[src/rtl/hazard_pkg.sv]
// -----------------------------------------------------------------------------
// hazard_pkg
// Shared types for the hazard control block of the 5-stage RV32I core.
//   REG_AW      register index width (32 architectural registers)
//   REG_X0      index of the hardwired-zero register
//   stage_t     shadow pipeline entry {v, rd, we, ld}
//   fwd_sel_t   EX operand source select
//   stage_match true when a shadow entry produces the value a source operand reads
// -----------------------------------------------------------------------------
package hazard_pkg;

  localparam int REG_AW = 5;
  localparam logic [REG_AW-1:0] REG_X0 = '0;

  typedef struct packed {
    logic              v;   // entry holds a real instruction (not a bubble)
    logic [REG_AW-1:0] rd;  // destination register
    logic              we;  // instruction writes rd
    logic              ld;  // instruction is a load
  } stage_t;

  typedef enum logic [1:0] {
    FWD_RF    = 2'b00,  // register file
    FWD_EXMEM = 2'b01,  // EX/MEM result
    FWD_MEMWB = 2'b10,  // MEM/WB result
    FWD_WB    = 2'b11   // WB write-through
  } fwd_sel_t;

  // x0 reads are never hazards: the register file returns zero for them.
  function automatic logic stage_match(input stage_t s, input logic [REG_AW-1:0] rs);
    return s.v & s.we & (s.rd == rs) & (rs != REG_X0);
  endfunction

endpackage

[src/rtl/hazard_fwd_sel.sv]
// -----------------------------------------------------------------------------
// hazard_fwd_sel
// Combinational forward-source priority select for one source operand.
//   i_ex_q, i_mem_q, i_wb_q  shadow pipeline entries (youngest first)
//   i_rs                     source register of the instruction in ID
//   o_sel                    nearest producer wins; FWD_RF when none matches
// -----------------------------------------------------------------------------
module hazard_fwd_sel
  import hazard_pkg::*;
(
  input  stage_t            i_ex_q,
  input  stage_t            i_mem_q,
  input  stage_t            i_wb_q,
  input  logic [REG_AW-1:0] i_rs,
  output fwd_sel_t          o_sel
);

  always_comb begin
    // NOTE: default assigned first so every path drives o_sel and no latch is inferred.
    o_sel = FWD_RF;
    if (stage_match(i_ex_q, i_rs))       o_sel = FWD_EXMEM;
    else if (stage_match(i_mem_q, i_rs)) o_sel = FWD_MEMWB;
    else if (stage_match(i_wb_q, i_rs))  o_sel = FWD_WB;
  end

endmodule

[config.mk]
export PLATFORM = sky130hd
export DESIGN_NAME = hazard_fwd_sel
export DESIGN_NICKNAME = d
export VERILOG_FILES = /design/src/rtl/hazard_pkg.sv /design/src/rtl/hazard_fwd_sel.sv
export SDC_FILE = /design/constraint.sdc
export NUM_CORES = 1
export LEC_CHECK = 0
export ABC_AREA = 1
export CORE_AREA = 2 2 39 41
export DETAILED_ROUTE_END_ITERATION = 8
export DIE_AREA = 0 0 41 43
export GPL_ROUTABILITY_DRIVEN = 0
export GPL_TIMING_DRIVEN = 0
export PLACE_DENSITY = 0.73
export REMOVE_ABC_BUFFERS = 1
export SYNTH_ARGS = -nofsm -noshare
export SYNTH_HDL_FRONTEND = slang
export SYNTH_SLANG_ARGS = --single-unit
[constraint.sdc]
create_clock -name vclk -period 0.9
set_clock_uncertainty 0.15 [all_clocks]
set_input_delay 0.18 -clock vclk [all_inputs]
set_output_delay 0.18 -clock vclk [all_outputs]
set_load 0.05 [all_outputs]
== Word-level counts from Yosys, hierarchy flattened ==
Index checks and enable logic that the tools add are counted.

* Logic and storage cells: 16
* Register bits: 0

* Bitwise logic cells: 9
* Mux-type cells: 3
* Equality and inequality tests: 3
* Reductions and logical operators: 1

{| class="wikitable"
|+ Operators by type and width
! cell !! count
|-
| == test 5 bit || 3
|-
| AND 1 bit || 9
|-
| 2-to-1 mux 2 bit || 3
|-
| nonzero test 5 bit || 1
|}

== Logic depth before layout (Yosys ltp) ==
* Depth after elaboration: 6
* Gate-level depth with buffers: 9

== Least setup slack after synthesis ==
No wires, ideal clock.

* Path kind: in2out
* Start: in i_rs[3]
* End: out o_sel[1]
* Data arrival time: 1.061 ns
* Cell stages on the path: 7
* Required time: 0.570 ns
* Slack: -0.491 ns
* Path through: inv_2 -> nor2_1 -> nor2_1 -> nand2_1 -> nor2_1 -> nand2_1 -> a21oi_2

* Cells in the longest elaborated chain, start to end: 6

{| class="wikitable"
|+ RTL lines
! what !! RTL line !! RTL
|-
| start, declared || hazard_fwd_sel.sv:14 || <nowiki>input logic [REG_AW-1:0] i_rs,</nowiki>
|-
| == test 5 bit || hazard_pkg.sv:31 || <nowiki>return s.v & s.we & (s.rd == rs) & (rs != REG_X0);</nowiki>
|-
| AND 1 bit (2 in a row) || hazard_pkg.sv:31 ||
|-
| 2-to-1 mux 2 bit || hazard_fwd_sel.sv:23 || <nowiki>else if (stage_match(i_wb_q, i_rs)) o_sel = FWD_WB;</nowiki>
|-
| 2-to-1 mux 2 bit || hazard_fwd_sel.sv:22 || <nowiki>else if (stage_match(i_mem_q, i_rs)) o_sel = FWD_MEMWB;</nowiki>
|-
| 2-to-1 mux 2 bit (*) || hazard_fwd_sel.sv:21 || <nowiki>if (stage_match(i_ex_q, i_rs)) o_sel = FWD_EXMEM;</nowiki>
|-
| end, declared || hazard_fwd_sel.sv:15 || <nowiki>output fwd_sel_t o_sel</nowiki>
|}

Mark *: on every way between the ends. The rest lies on a longest branch, timed or not.

== Worst setup path in the final report ==
* Start: in i_ex_q[2] (netlist bit)
* End: out o_sel[0]

* Cells in the longest elaborated chain, start to end: 4

{| class="wikitable"
|+ RTL lines
! what !! RTL line !! RTL
|-
| start, declared || hazard_fwd_sel.sv:11 || <nowiki>input stage_t i_ex_q,</nowiki>
|-
| == test 5 bit || hazard_pkg.sv:31 ||
|-
| AND 1 bit (2 in a row) || hazard_pkg.sv:31 ||
|-
| 2-to-1 mux 2 bit || hazard_fwd_sel.sv:21 ||
|}

Every way passes these cells.

==> flow_summary.yaml <==
place:
  dp_cells: 129
  dp_hpwl_um: 839
  placed_area_um2: 664
  portBuffers: 28
floorplan:
  die_h_um: 43
  dieArea_um2: 1760
  fp.dieW_um: 41
  initial_core_util_pct: 26.3
  io_pins: 31
  coreArea_um2: 1380
  num_rows: 14
global_routing:
  use_met2_pct: 23.4
  grt_use_total_pct: 14.0
  busiest_layer: "met2"
  grt_pass1_vias: 495
  overflow: 0
  grtUsageMet1_pct: 20.6
  grt_max_degree: 8
  antenna_found_initial: 0
  grt_pass1_wl_um: 1860
  met3_usage_pct: 0
power_and_ir_drop:
  clkPwrFrac_pct: 0
  power.leakage_nw: 0.383
  pwr-share-comb_pct: 100.0
  power_switching_mw: 0.133
  power_density_nw_per_um2: 401
  ir_drop_v: 0.000176
  p_sw_share_pct: 51.0
  internal-power_mw: 0.128
  pwr-share-seq_pct: 0
sta:
  setup_viol: 2
  worst_pin_slew_ps: 128
  setup_tns_ps: -890
  finalHoldViolations: 0
  fin_hold_ws_ps: 708
  period_minus_slack_ps: 1360
  post-route-period-util_pct: 151
  rsz0062_at_grt: "yes"
  fmax_mhz: 737
  layout_setup_ws_ps: -457
  relSlewSlack_pct: 91.5
  maxSlewViolCount: 0
route:
  wl_per_cell_um: 8.02
  vias_per_cell: 4.26
  drc: 0
  first_iter_violations: 5
  drt_pass1_iterations: 4
  ant_nets: 0
  drt-total-wl_um: 1040
  num_vias: 550
finish:
  fillers: 167
  final_common_cell: "nand2_1"
  seq_cells: 0
  instances_no_fill: 129
  drive_gt1_share_pct: 44.2
  final_cell_mix: "nand2_1 (32), buf_2 (15), inv_1 (11), nor2_1 (9), nand2_2 (6)"
  clockBufferCount: 0
  seqCellArea_um2: 0
  n_antenna_cell: 0
  final_area_um2: 652
  final_core_utilization_pct: 47.1
  syn2layout_area_growth_pct: 79.0
  fin_nets: 144
setup_path:
  critPathLaunch: "i_ex_q[2]"
  path_max_fanout: 2
  cp.required_ps: 570
  critPathCaptureType: "output port"
  cp-start-kind: "input pin"
  crit_type: "input pin to output port"
  arrival_ps: 1030
synth:
  synthCells: 85
  synth.largest_area_cell: "nand2_1"
  synth.yosys.seq_area_share_pct: 0
  syn_area_um2: 364
  synth_top_area_share_pct: 38.1
  yosys_warnings: 0
  synthTopCellsByArea: "nand2_1 (38%), inv_1 (14%), nor2_1 (13%)"
  avgSynthCellArea_um2: 4.28
  synth_cell_types: 15
hold_path:
  worstHoldStart: "i_rs[3]"
  min-delay-path-class: "input pin to output port"
run_status:
  violations: "negative setup slack"
  status: "finished with violations"
flow_run:
  cap_violations: 0
==> synth_stat cells, drive strengths merged <==
cell type / number
nand2: 38
inv: 17
nor2: 15
nand3: 5
a21oi: 2
o21ai: 2
xnor2: 2
xor2: 2
clkinv: 1
nand4: 1
==> critical path: stages <==
cell and delay (ps):
buf_2 100, xor2_1 140, nor2_1 90, nand2_1 80, nor2_2 140, inv_1 50, nand2_1 70, buf_6 160
==> through the flow <==
step	worst slack (ps)	power [mW]
finish	-457	0.262
global route	-527	0.293
CTS	-464	0.241
detailed placement	-1550	0.259
global placement	-1530	0.256
floorplan	-491	0.110
==> kinds of logic (layout without fill, tap and decap cells) <==
family | after synthesis | count (layout) | synth area share, %
AOI/OAI and AO/OA | 4 | 4 | 6.53
xor gates and xnor gates | 4 | 4 | 9.62
buffers and inverters | 18 | 46 | 18.6
and+or+nand+nor | 59 | 59 | 65.3
==> area by class of cell <==
type / count / area, um2 / area share (%)
inverters: 18 / 77.6 / 11.9
repair buffers: 28 / 204 / 31.3
well taps: 16 / 20.0 / 3.07
multi-input cells: 67 / 350 / 53.7
==> power groups by stage <==
stage / registers (mW) / clock network [mW] / logic (mW)
floorplan: 0 / 0 / 0.110
global placement: 0 / 0 / 0.256
detailed placement: 0 / 0 / 0.259
global route: 0 / 0 / 0.293
CTS: 0 / 0 / 0.241
finish: 0 / 0 / 0.262
==> layer usage <==
metal / wire (um) / share of wire [%]
met1: 456 / 44
met2: 498 / 48
met3: 79 / 7.6
met4: 0 / 0
met5: 0 / 0
==> repair_timing <==
action,CTS,global route
gates resized for setup,117,24
setup endpoints to repair,2,2
pin swaps,34,26
hold buffers,0,0
buffers inserted,0,0
==> path summary, 6_finish.rpt <==
path / end / slack (ps) / cells past startpoint
min: o_sel[1] / 710 / 7
max: o_sel[0] / -460 / 8
No activity file was read; power rests on OpenSTA's default activity.
